## config.mk

```make
export PLATFORM = sky130hd
export DESIGN_NAME = mem_arbiter
export DESIGN_NICKNAME = d
export VERILOG_FILES = /design/src/rtl/mem_arb_pkg.sv /design/src/rtl/mem_arb_rr_pick.sv /design/src/rtl/mem_arbiter.sv
export SDC_FILE = /design/constraint.sdc
export NUM_CORES = 1
export LEC_CHECK = 0
export CELL_PAD_IN_SITES_DETAIL_PLACEMENT = 1
export CELL_PAD_IN_SITES_GLOBAL_PLACEMENT = 1
export CORE_UTILIZATION = 40
export DETAILED_ROUTE_END_ITERATION = 8
export DONT_BUFFER_PORTS = 1
export MAX_ROUTING_LAYER = met4
export PLACE_DENSITY = 0.78
export SYNTH_ARGS = -nofsm -noshare
export SYNTH_HDL_FRONTEND = slang
export SYNTH_SLANG_ARGS = --single-unit
```

## constraint.sdc

```tcl
create_clock -name i_clk -period 1.96 [get_ports i_clk]
set_clock_uncertainty 0.2 [all_clocks]
set_input_delay 0.392 -clock i_clk [delete_from_list [all_inputs] [get_ports i_clk]]
set_output_delay 0.392 -clock i_clk [all_outputs]
set_load 0.005 [all_outputs]
```

## src/rtl/mem_arb_pkg.sv

```systemverilog
// Shared types and constants for the data-memory port arbiter.
// Holds the sequencer states, the grant ids and the default widths.
package mem_arb_pkg;

    typedef enum logic [1:0] {
        IDLE,
        ISSUE,
        WAIT,
        RESP
    } state_e;

    localparam logic REQ_CORE = 1'b0;
    localparam logic REQ_DBG  = 1'b1;

    localparam int ADDR_W_DEF  = 32;
    localparam int DATA_W_DEF  = 32;
    localparam int MEM_LAT_DEF = 2;
    localparam int LAT_CNT_W   = 4;

endpackage

```

## src/rtl/mem_arb_rr_pick.sv

```systemverilog
// Combinational 2-way round-robin picker, zero latency.
// Never backpressures; lock_active restricts the grant to requester 1.
module mem_arb_rr_pick
    import mem_arb_pkg::*;
(
    input  logic [1:0] vld,
    input  logic       last_grant,
    input  logic       lock_active,
    output logic [1:0] gnt,
    output logic       gnt_id
);

    always_comb begin
        gnt = 2'b00;
        if (lock_active) begin
            gnt = {vld[1], 1'b0};
        end else if (&vld) begin
            // On a tie the requester that did not win last time goes first.
            gnt = (last_grant == REQ_DBG) ? 2'b01 : 2'b10;
        end else begin
            gnt = vld;
        end
        gnt_id = gnt[1];
    end

endmodule

```

## src/rtl/mem_arbiter.sv

```systemverilog
// Two-requester arbiter/sequencer for the data-memory port; response MEM_LATENCY+2 cycles after handshake.
// One outstanding transaction: rdy only in IDLE. Optional MEM_ARB_LOCK_EN adds a requester-1 lock.
module mem_arbiter
    import mem_arb_pkg::*;
#(
    parameter int ADDR_W      = ADDR_W_DEF,
    parameter int DATA_W      = DATA_W_DEF,
    parameter int MEM_LATENCY = MEM_LAT_DEF
) (
    input  logic              i_clk,
    input  logic              i_reset,
    input  logic              i_req0_vld,
    input  logic [ADDR_W-1:0] i_req0_addr,
    input  logic [DATA_W-1:0] i_req0_wdata,
    input  logic              i_req0_wren,
    input  logic [DATA_W/8-1:0] i_req0_bmask,
    input  logic              i_req1_vld,
    input  logic [ADDR_W-1:0] i_req1_addr,
    input  logic [DATA_W-1:0] i_req1_wdata,
    input  logic              i_req1_wren,
    input  logic [DATA_W/8-1:0] i_req1_bmask,
`ifdef MEM_ARB_LOCK_EN
    input  logic              i_req1_lock,
`endif
    output logic              o_req0_rdy,
    output logic              o_req1_rdy,
    output logic              o_req0_rvalid,
    output logic              o_req1_rvalid,
    output logic [DATA_W-1:0] o_req0_rdata,
    output logic [DATA_W-1:0] o_req1_rdata,
    output logic              o_mem_req,
    output logic [ADDR_W-1:0] o_mem_addr,
    output logic [DATA_W-1:0] o_mem_wdata,
    output logic              o_mem_wren,
    output logic [DATA_W/8-1:0] o_mem_bmask,
    input  logic [DATA_W-1:0] i_mem_rdata
);

    state_e                 state_q, state_d;
    logic [LAT_CNT_W-1:0]   cnt_q, cnt_d;
    logic                   last_grant_q, last_grant_d;
    logic                   gnt_id_q, gnt_id_d;
    logic [ADDR_W-1:0]      addr_q, addr_d;
    logic [DATA_W-1:0]      wdata_q, wdata_d;
    logic                   wren_q, wren_d;
    logic [DATA_W/8-1:0]    bmask_q, bmask_d;
    logic [DATA_W-1:0]      rdata0_q, rdata0_d;
    logic [DATA_W-1:0]      rdata1_q, rdata1_d;
    logic                   lock_active;
    logic [1:0]             gnt;
    logic                   gnt_id;
    logic [DATA_W-1:0]      cap_data;

`ifdef MEM_ARB_LOCK_EN
    logic                   lock_q, lock_d;
    logic                   lock_active_q, lock_active_d;
    assign lock_active = lock_active_q;
`else
    assign lock_active = 1'b0;
`endif

    mem_arb_rr_pick u_pick (
        .vld         ({i_req1_vld, i_req0_vld}),
        .last_grant  (last_grant_q),
        .lock_active (lock_active),
        .gnt         (gnt),
        .gnt_id      (gnt_id)
    );

    always_comb begin
        state_d      = state_q;
        cnt_d        = cnt_q;
        last_grant_d = last_grant_q;
        gnt_id_d     = gnt_id_q;
        addr_d       = addr_q;
        wdata_d      = wdata_q;
        wren_d       = wren_q;
        bmask_d      = bmask_q;
        rdata0_d     = rdata0_q;
        rdata1_d     = rdata1_q;
        cap_data     = wren_q ? '0 : i_mem_rdata;
`ifdef MEM_ARB_LOCK_EN
        lock_d        = lock_q;
        lock_active_d = lock_active_q;
`endif
        case (state_q)
            IDLE: begin
                if (|gnt) begin
                    gnt_id_d     = gnt_id;
                    last_grant_d = gnt_id;
                    addr_d       = (gnt_id == REQ_DBG) ? i_req1_addr  : i_req0_addr;
                    wdata_d      = (gnt_id == REQ_DBG) ? i_req1_wdata : i_req0_wdata;
                    wren_d       = (gnt_id == REQ_DBG) ? i_req1_wren  : i_req0_wren;
                    bmask_d      = (gnt_id == REQ_DBG) ? i_req1_bmask : i_req0_bmask;
`ifdef MEM_ARB_LOCK_EN
                    lock_d       = (gnt_id == REQ_DBG) & i_req1_lock;
`endif
                    state_d      = ISSUE;
                end
            end
            ISSUE: begin
                cnt_d   = LAT_CNT_W'(MEM_LATENCY - 1);
                state_d = WAIT;
            end
            WAIT: begin
                if (cnt_q == '0) begin
                    if (gnt_id_q == REQ_DBG) rdata1_d = cap_data;
                    else                     rdata0_d = cap_data;
                    state_d = RESP;
                end else begin
                    cnt_d = cnt_q - LAT_CNT_W'(1);
                end
            end
            RESP: begin
`ifdef MEM_ARB_LOCK_EN
                if (gnt_id_q == REQ_DBG) lock_active_d = lock_q;
`endif
                state_d = IDLE;
            end
            default: state_d = IDLE;
        endcase
    end

    always_ff @(posedge i_clk) begin
        if (i_reset) begin
            state_q      <= IDLE;
            cnt_q        <= '0;
            last_grant_q <= REQ_DBG;
            gnt_id_q     <= REQ_CORE;
            addr_q       <= '0;
            wdata_q      <= '0;
            wren_q       <= 1'b0;
            bmask_q      <= '0;
            rdata0_q     <= '0;
            rdata1_q     <= '0;
`ifdef MEM_ARB_LOCK_EN
            lock_q        <= 1'b0;
            lock_active_q <= 1'b0;
`endif
        end else begin
            state_q      <= state_d;
            cnt_q        <= cnt_d;
            last_grant_q <= last_grant_d;
            gnt_id_q     <= gnt_id_d;
            addr_q       <= addr_d;
            wdata_q      <= wdata_d;
            wren_q       <= wren_d;
            bmask_q      <= bmask_d;
            rdata0_q     <= rdata0_d;
            rdata1_q     <= rdata1_d;
`ifdef MEM_ARB_LOCK_EN
            lock_q        <= lock_d;
            lock_active_q <= lock_active_d;
`endif
        end
    end

    assign o_req0_rdy    = (state_q == IDLE) & gnt[0] & ~i_reset;
    assign o_req1_rdy    = (state_q == IDLE) & gnt[1] & ~i_reset;
    assign o_req0_rvalid = (state_q == RESP) & (gnt_id_q == REQ_CORE);
    assign o_req1_rvalid = (state_q == RESP) & (gnt_id_q == REQ_DBG);
    assign o_req0_rdata  = rdata0_q;
    assign o_req1_rdata  = rdata1_q;
    assign o_mem_req     = (state_q == ISSUE);
    assign o_mem_addr    = addr_q;
    assign o_mem_wdata   = wdata_q;
    assign o_mem_wren    = wren_q;
    assign o_mem_bmask   = bmask_q;

endmodule

```

; ---- After elaboration in Yosys (flattened, before gate mapping)
; Cells that the tools add are included.
[totals]
reg_bits = 141
input_bits = 174
[classes]
n_reduce_logical = 10
eq_ne = 6
bitwise_logic = 8
n_mux = 12
add_sub_neg = 1
[ops]
columns = op, n
row1 = 2-to-1 mux 32 bit, 3
row2 = 2-to-1 mux 2 bit, 4
row3 = 2-to-1 mux 4 bit, 2
row4 = one-hot mux 2 bit (4 select lines), 1
row5 = one-hot mux 4 bit (2 select lines), 1
row6 = AND reduction 2 bit, 4
row7 = AND 1 bit, 6
row8 = inequality test 2 bit (second input constant), 3
row9 = AND reduction 3 bit, 2
row10 = == test 2 bit (second input constant), 2
row11 = logical NOT 4 bit, 1
row12 = subtractor 4 x 1 -> 4 bit (second input constant), 1
row13 = == test 2 x 1 -> 1 bit (second input constant), 1
row14 = logical NOT 2 bit, 1
row15 = NOT 1 bit, 2
row16 = nonzero test 2 bit, 1
row17 = OR reduction 2 bit, 1
row18 = 2-to-1 mux 1 bit, 1

; ---- Longest topological paths before layout
; Gate-level depths: netlist (run 1).
[logic_depth]
ltp_word = 5
depth_mapped = 8

; ---- By module
; Synthesis (run 1) repeated with hierarchy kept, for this count alone.
[unflattened]
cells_unflattened = 694
hier_area_um2 = 6130.9
[modules_own_cells]
columns = mod, cells_per_inst, area_per_inst_um2, instances
row1 = mem_arbiter, 689, 6099.6, 1
row2 = mem_arb_rr_pick, 5, 31.3, 1

; ---- Worst setup path before layout (run 1)
; No wires, ideal clock.
[synth_path]
path_kind = register to register
from = register cnt_q[0]
to = register cnt_q[3]
arrival_time_ns = 1.403
path_slack_ns = 0.236
setup_time_ns = 0.121
t_required_ns = 1.639
stages_incl_launch_ff = 7
period_less_slack_ns = 1.724
cell_sequence = dfxtp_1 > inv_1 > ha_1 > or3b_1 > buf_2 > nand3_1 > mux2_2
[synth_via]
elab_chain_cells = 3
elab_cells_between_ends = 6
classes_between = 1 x add/sub / 1 x eq/ne / 2 x mux / 2 x reduce/logical
[synth_rtl]
columns = element, line
row1 = from (decl), mem_arbiter.sv:40  ; logic [LAT_CNT_W-1:0] cnt_q, cnt_d;
row2 = from (signal assigned), mem_arbiter.sv:142  ; cnt_q <= cnt_d;
row3 = subtractor 4 x 1 -> 4 bit / logical NOT 4 bit (equally long branches), "mem_arbiter.sv:111, mem_arbiter.sv:106"
row4 = 2-to-1 mux 4 bit / inequality test 2 bit (equally long branches), -
row5 = one-hot mux 4 bit (2 select lines) / AND reduction 2 bit (equally long branches), -
; Parallel ways exist; a longest one is shown, timed or not. The select of a mux whose other input is x is not followed.
; A chain may end at the register's enable or synchronous reset.

; ---- Worst setup path in the final report (run 1)
[layout_path]
from = register state_q[1]
to = output port o_req1_rvalid
[layout_via]
elab_chain_cells = 2
[layout_rtl]
columns = element, line
row1 = from (decl), mem_arbiter.sv:39  ; state_e state_q, state_d;
row2 = from (signal assigned), mem_arbiter.sv:141  ; state_q <= state_d;
row3 = == test 2 bit, mem_arbiter.sv:161  ; assign o_req1_rvalid = (state_q == RESP) & (gnt_id_q == REQ_DBG);
row4 = AND 1 bit, mem_arbiter.sv:161
row5 = to (decl), mem_arbiter.sv:28  ; output logic o_req1_rvalid,
; Every way passes these cells.

==> qor.csv, run 1 <==
stage,metric,value,unit
critical_path,path_buf_inv,1,
clock_network,clock_latency,0.42,ns
global_route,overflow,0,
layout,finalNetCount,846,
global_route,grt_pass1_vias,5032,
yosys,synth_seq_area_share,0.452,
layout,multiInputGateArea,0.00302,mm^2
sta,setup_viol,0,
detailed_routing,wl_met1,7040,um
critical_path,crit_chain,"buf_4, ha_1, and2_1",
clock_network,clk_pin_slew,0.06,ns
yosys,synth_edf_count,0,
power,sequentialPowerShare,0.411,
critical_path,crit_family,flip-flops,
run,drv_cap,0,
clock_network,cts_made_buffers,17,
critical_path,end_kind,primary output,
layout,fin_area,0.00699,mm^2
floorplanning,start_util,0.411,
critical_path,crit_type,register to primary output,
layout,layout_common_cells,"dfxtp_1, nor2_1, mux2i_1, a211oi_1, nand3_1",
layout,drive_gt1_frac,0.106,
power,combPwrFrac,0.284,
outcome,violations,negative hold slack,
detailed_routing,drt_iter0_drc,208,
floorplanning,die_w,127,um
min_path,hp-class,primary input to register,
outcome,outcome,finished with violations,
clock_network,ctsHoldBuffers,4,
sta,finalHoldViolCount,136,
floorplanning,die_height,127,um
critical_path,crit_arrival,1.29,ns
detailed_routing,wl_met3,1070,um
detailed_routing,ant_nets,0,
sta,holdWs,-0.149,ns
yosys,netlist_area,0.00624,mm^2
power,leakagePower,2.48,nW
yosys,synth_top_family_by_area,compound AO/OA/AOI/OAI gates,
layout,mostFrequentLayoutCell,dfxtp_1,
global_route,grt_max_degree,147,
detailed_routing,met2WireLength,9240,um
sta,finalSetupTns,0,ns
power,p_sw,3.65,mW
layout,seq_area,0.00283,mm^2
layout,diodes,0,
yosys,synth_xor_area_frac,0,
global_route,antenna_found_initial,0,
detailed_routing,wire_per_inst,20.5,um
yosys,ys_warn_count,0,
power,ir_drop,576,uV
layout,layout.cells.non_filler,868,
yosys,synth-async-reset-ratio,0,
sta,slew_violations,0,
critical_path,critical_path_required,1.37,ns
layout,fillCellCount,1753,
yosys,yosysUniqueCellTypes,38,
yosys,ys_ff_latch,141,
critical_path,cp_slowest_cell,dfxtp_4,
detailed_routing,viasPerCell,5.94,
yosys,synth_flop_cell,dfxtp_1,
global_route,track_usage,0.219,
power,swShare,0.353,
placement,dp.cells,826,
placement,dp_hpwl,12100,um
sta,relSlewSlack,0.669,
sta,max_freq,530,MHz
critical_path,crit_fanout,3,
floorplanning,core-area,0.0152,mm^2
yosys,syn_avg_cell_area,9.02,um^2
layout,areaGrowthSynthToFinish,11.9,%
detailed_routing,drc,0,
clock_network,clk_root_buffer_cell,clkbuf_16,
placement,port_buffers,0,
detailed_routing,vias,5153,
clock_network,cts_max_level,4,
floorplanning,dieArea,0.0161,mm^2
yosys,yosys.area_share.adder,0.0100,
clock_network,cts_tree,done,
detailed_routing,drtPass1Iterations,4,
critical_path,cpPeakStageDelay,0.35,ns
yosys,synthMuxAreaShare,0.114,
sta,worstMarginPinSlew,0.496,ns
placement,place_congestion,0.800,
sta,period_needed,1.89,ns
yosys,synthCells,692,
floorplanning,rows,45,
power,pwr-share-clk,0.305,
yosys,synthesis.nets,871,
detailed_routing,routed_wl,17800,um
yosys,synth_compound_area_frac,0.203,
sta,timing.final.crit_share,0.962,
critical_path,crit_path_start_kind,register,
detailed_routing,top_layer_used,met4,
floorplanning,ios,312,
sta,rsz0062_at_grt,no,
placement,placed_area,0.00627,mm^2
clock_network,cts_buffer_depth,2,
power,p_int,6.69,mW
power,powerDensity,1480,mW/mm^2
yosys,synthSimpleGateAreaFrac,0.148,
clock_network,cts_sinks,141,
global_route,grt_pass1_wl,26600,um
==> path summary, 6_finish.rpt <==
| kind | slack (ns) | cells past startpoint | start | end |
|---|---|---|---|---|
| max reg2reg | 0.10 | 7 | state_q[0] | o_req0_rdata[27] |
| min reg2reg | 0.29 | 2 | o_req0_rdata[13] | o_req0_rdata[13] |
| max | 0.07 | 3 | state_q[1] | o_req1_rvalid |
| min | -0.15 | 1 | i_reset | o_req1_rdata[13] |
==> power groups by stage <==
stage                     sequential, mW  combinational (mW)  clock [mW]
after floorplan                     4.05                2.24           0
after global placement              4.29                2.58           0
after detailed placement            4.31                2.75           0
after CTS                           4.27                2.83        3.23
after global routing                4.31                3.28        3.36
final                               4.25                2.94        3.15
==> cells in the mapped netlist (2+ instances only) <==
master | number | area [um^2]
dfxtp_1 | 141 | 2820
nor2_1 | 73 | 274
a211oi_1 | 70 | 526
mux2i_1 | 70 | 701
a21oi_1 | 66 | 330
nand3_1 | 65 | 325
o21ai_0 | 64 | 320
clkbuf_1 | 43 | 161
nor2b_1 | 34 | 213
buf_2 | 12 | 60.1
buf_12 | 7 | 140
buf_4 | 7 | 52.6
ha_1 | 5 | 62.6
inv_1 | 5 | 18.8
nor3_1 | 3 | 15.0
a211o_1 | 2 | 17.5
nand2_1 | 2 | 7.51
nand2b_1 | 2 | 12.5
nand3b_1 | 2 | 15.0
==> timing repair <==
| action | 4_1_cts | 5_1_grt |
|---|---|---|
| cloned | 0 | 2 |
| hold endpoints to repair | 139 | 136 |
| pin swaps | 1 | 1 |
| buffers inserted | 2 | 3 |
| resized for setup | 7 | 8 |
| setup endpoints to repair | 2 | 52 |
==> cells by family (layout without fill, tap and decap cells) <==
| logic type | count (synthesis) | in the layout |
|---|---|---|
| compound gates | 210 | 210 |
| fa+ha+maj | 5 | 5 |
| buf+inv | 77 | 65 |
| flops | 141 | 141 |
| mux | 71 | 71 |
| simple gates | 188 | 188 |
==> flip-flops by register name, indices dropped and copies added (netlist names), 2 cells and up <==
signal        flops
cnt_q             4
o_mem_addr       32
o_mem_bmask       4
o_mem_wdata      32
o_req0_rdata     32
o_req1_rdata     32
state_q           2
==> metrics by stage <==
step                hold slack (ns)   util  power, mW  setup slack (ns)
global route                 -0.176  0.460       11.0            0.0128
CTS                          -0.167  0.455       10.3            0.0245
floorplan                     0.270      -       6.28             0.236
detailed placement            0.277  0.413       7.07            0.0480
global placement              0.272  0.413       6.87             0.150
finish                       -0.149  0.460       10.3            0.0749
==> per-layer routing <==
| metal | track usage | up-vias |
|---|---|---|
| li1 | - | 2438 |
| met5 | - | - |
| met3 | 0.0565 | 27 |
| met4 | 0.0980 | 0 |
| met2 | 0.378 | 212 |
| met1 | 0.235 | 2476 |
==> worst reg2reg max path, stage by stage (launching register included) <==
cell      delay, ns
dfxtp_2        0.32
inv_2          0.08
ha_2           0.25
nor4bb_4       0.29
buf_4          0.19
buf_6          0.19
nand3_1        0.10
a21oi_1        0.16
==> layout make-up <==
type,count,share of cell area
Multi-Input combinational cell,474,0.433
Sequential cell,141,0.405
Clock buffer,20,0.0654
Timing Repair Buffer,27,0.0428
Tap cell,188,0.0337
Clock inverter,12,0.0172
Inverter,6,0.00322
(Power assumes the default switching activity.)
==> run 2: changes to the inputs <==
--- a/config.mk
+++ b/config.mk
@@ -7,11 +7,12 @@
 export LEC_CHECK = 0
 export CELL_PAD_IN_SITES_DETAIL_PLACEMENT = 1
 export CELL_PAD_IN_SITES_GLOBAL_PLACEMENT = 1
-export CORE_UTILIZATION = 40
+export CORE_AREA = 2 2 121 123
 export DETAILED_ROUTE_END_ITERATION = 8
+export DIE_AREA = 0 0 123 125
 export DONT_BUFFER_PORTS = 1
 export MAX_ROUTING_LAYER = met4
-export PLACE_DENSITY = 0.78
+export PLACE_DENSITY_LB_ADDON = 0.05
 export SYNTH_ARGS = -nofsm -noshare
 export SYNTH_HDL_FRONTEND = slang
 export SYNTH_SLANG_ARGS = --single-unit
==> run 2 against run 1 <==
The flow still finishes with violations (negative hold slack); cell area rose by 3.4%; first-iteration DRC count rose by 38%; fmax fell by 1.1%; worst setup slack lost 0.020 ns; sequential share of layout area down 1.3 points; critical path depth grew 1; count of clock-buffer cells in the layout grew 3; clock power increased by 21%; wire length increased by 2.0%; die area down 4.5%; non-clock buffer count stayed put; critical endpoint is now o_req0_rdy; largest cell class unchanged.
==> qor.csv, run 2 (synthesis results as in run 1) <==
stage,metric,value,unit,change
outcome,outcome,finished with violations,,unchanged
outcome,violations,negative hold slack,,unchanged
layout,fillCellCount,1601,,was 1753
floorplanning,dieArea,0.0154,mm^2,was 0.0161 mm^2
min_path,hp-start,i_reset,,unchanged
layout,multiInputGateArea,0.00304,mm^2,was 0.00302 mm^2
layout,areaGrowthSynthToFinish,15.8,%,was 11.9%
detailed_routing,wire_per_inst,21.0,um,was 20.5 um
placement,dp_hpwl,11800,um,was 12100 um
detailed_routing,routed_wl,18100,um,was 17800 um
critical_path,worstReg2RegStart,state_q[1],,was state_q[0]
critical_path,rr_worst_depth,7,,unchanged
critical_path,r2r-end,o_req1_rdata[12],,was o_req0_rdata[27]
global_route,grt_pass1_vias,4913,,was 5032
layout,finalNetCount,846,,unchanged
sta,slew_violations,0,,unchanged
global_route,grt_pass1_wl,26400,um,was 26600 um
run,drv_cap,0,,unchanged
layout,layout_common_cells,"dfxtp_1, nor2_1, mux2i_1, a211oi_1",,"was dfxtp_1, nor2_1, mux2i_1, a211oi_1, nand3_1"
sta,timing.final.crit_share,0.972,,was 0.962
sta,period_needed,1.91,ns,was 1.89 ns
clock_network,clk_root_buffer_cell,clkbuf_16,,unchanged
placement,placed_area,0.00633,mm^2,was 0.00627 mm^2
floorplanning,core-area,0.0142,mm^2,was 0.0152 mm^2
detailed_routing,drt_iter0_drc,286,,was 208
critical_path,rrSetupSlack,0.06,ns,was 0.10 ns
detailed_routing,ant_nets,0,,unchanged
critical_path,crit_fanout,8,,was 3
sta,finalSetupTns,0,ns,unchanged
layout,fin_area,0.00722,mm^2,was 0.00699 mm^2
sta,relSlewSlack,0.727,,was 0.669
layout,seq_area,0.00283,mm^2,about the same
detailed_routing,viasPerCell,5.87,,was 5.94
sta,holdWs,-0.164,ns,was -0.149 ns
layout,drive_gt1_frac,0.107,,was 0.106
critical_path,end_kind,primary output,,unchanged
clock_network,cts_sinks,141,,unchanged
critical_path,crit_type,register to primary output,,unchanged
clock_network,cts_buffer_depth,2,,unchanged
power,powerDensity,1540,mW/mm^2,was 1480 mW/mm^2
detailed_routing,vias,5080,,was 5153
critical_path,critical_path_required,1.37,ns,about the same
clock_network,ctsHoldBuffers,4,,unchanged
floorplanning,ios,312,,unchanged
floorplanning,start_util,0.439,,was 0.411
sta,worstMarginPinSlew,0.410,ns,was 0.496 ns
sta,setup_viol,0,,unchanged
clock_network,clk_pin_slew,0.06,ns,about the same
floorplanning,rows,44,,was 45
clock_network,clock_latency,0.42,ns,about the same
min_path,hold_path_depth,1,,unchanged
global_route,antenna_found_initial,1,,was 0
critical_path,crit_path_start_kind,register,,unchanged
layout,mostFrequentLayoutCell,dfxtp_1,,unchanged
critical_path,crit_arrival,1.31,ns,was 1.29 ns
power,leakagePower,2.56,nW,was 2.48 nW
global_route,grt_max_degree,147,,unchanged
floorplanning,die_height,125,um,was 127 um
power,ir_drop,791,uV,was 576 uV
floorplanning,die_w,123,um,was 127 um
min_path,hold_end,o_req0_rdata[18],,was o_req1_rdata[13]
clock_network,cts_max_level,4,,unchanged
global_route,overflow,0,,unchanged
placement,place_congestion,0.775,,was 0.800
sta,finalHoldViolCount,117,,was 136
detailed_routing,drc,0,,unchanged
detailed_routing,drtPass1Iterations,4,,unchanged
clock_network,cts_made_buffers,17,,unchanged
clock_network,cts_tree,done,,unchanged
sta,max_freq,525,MHz,was 530 MHz
placement,port_buffers,0,,unchanged
min_path,hp-class,primary input to register,,unchanged
global_route,track_usage,0.228,,was 0.219
[run 2: cell count changes in the layout (fill, tap and decap cells not counted), moves of 2 or more]
cell,previous run,this run
buf_12,5,10
buf_4,16,9
diode_2,0,2
clkbuf_8,2,6
bufinv_16,2,6
clkinv_2,6,0
[run 2: metrics by stage]
stage,cells,utilization,setup slack (ns),total power [mW]
2_1_floorplan,692,-,0.236,6.28
3_5_place_dp,822,0.446,0.0861,7.12
4_1_cts,857,0.499,0.000628,11.0
6_report,866,0.509,0.0545,11.1
3_3_place_gp,822,0.446,0.165,7.00
5_1_grt,865,0.508,-0.0216,11.8
[run 2: worst max path at each step]
| stage | to | slack [ns] | cells after the start | startpoint |
|---|---|---|---|---|
| floorplan | cnt_q[3] | 0.24 | 6 | cnt_q[0] |
| global placement | cnt_q[3] | 0.17 | 5 | cnt_q[0] |
| detailed placement | o_req0_rdata[4] | 0.09 | 6 | state_q[0] |
| CTS | o_req1_rdy | 0.0006 | 3 | last_grant_q |
| global route | o_req0_rdata[17] | -0.02 | 7 | state_q[1] |
| finish | o_req0_rdy | 0.05 | 4 | state_q[1] |
[run 2: layout make-up]
type                       instances  area share
multi-input combinational        474       0.420
sequential                       141       0.392
clock buffer                      23      0.0703
timing repair buffer              27      0.0532
tap                              184      0.0319
clock inverter                     9      0.0281
inverter                           6     0.00381
antenna                            2    0.000693
[run 2: power breakdown]
group	internal [mW]	total (mW)	switching, mW	leakage, nW
registers	3.60	4.26	0.665	1.16
clock network	2.59	3.80	1.21	0.338
logic	1.25	3.05	1.80	1.07
[run 2: routing by layer]
| metal | global-route usage | share of wire | up-vias | routed length (um) |
|---|---|---|---|---|
| met5 | - | 0 | - | 0 |
| met4 | 0.0869 | 0.015 | 0 | 281 |
| met3 | 0.0616 | 0.076 | 22 | 1380 |
| met2 | 0.387 | 0.52 | 214 | 9460 |
| met1 | 0.252 | 0.39 | 2403 | 7020 |
| li1 | - | - | 2441 | - |
[run 2: what timing repair did]
item	CTS	global route
setup endpoints to repair	2	53
gates cloned	0	3
setup buffers	0	4
endpoints found under the hold margin	139	136
pin swaps	0	2
resized for setup	7	14
[run 2: critical path, stage by stage (launching register included)]
cell and delay, ns:
dfxtp_4 0.35, inv_2 0.08, ha_4 0.19, nand3b_1 0.11, a21oi_2 0.16
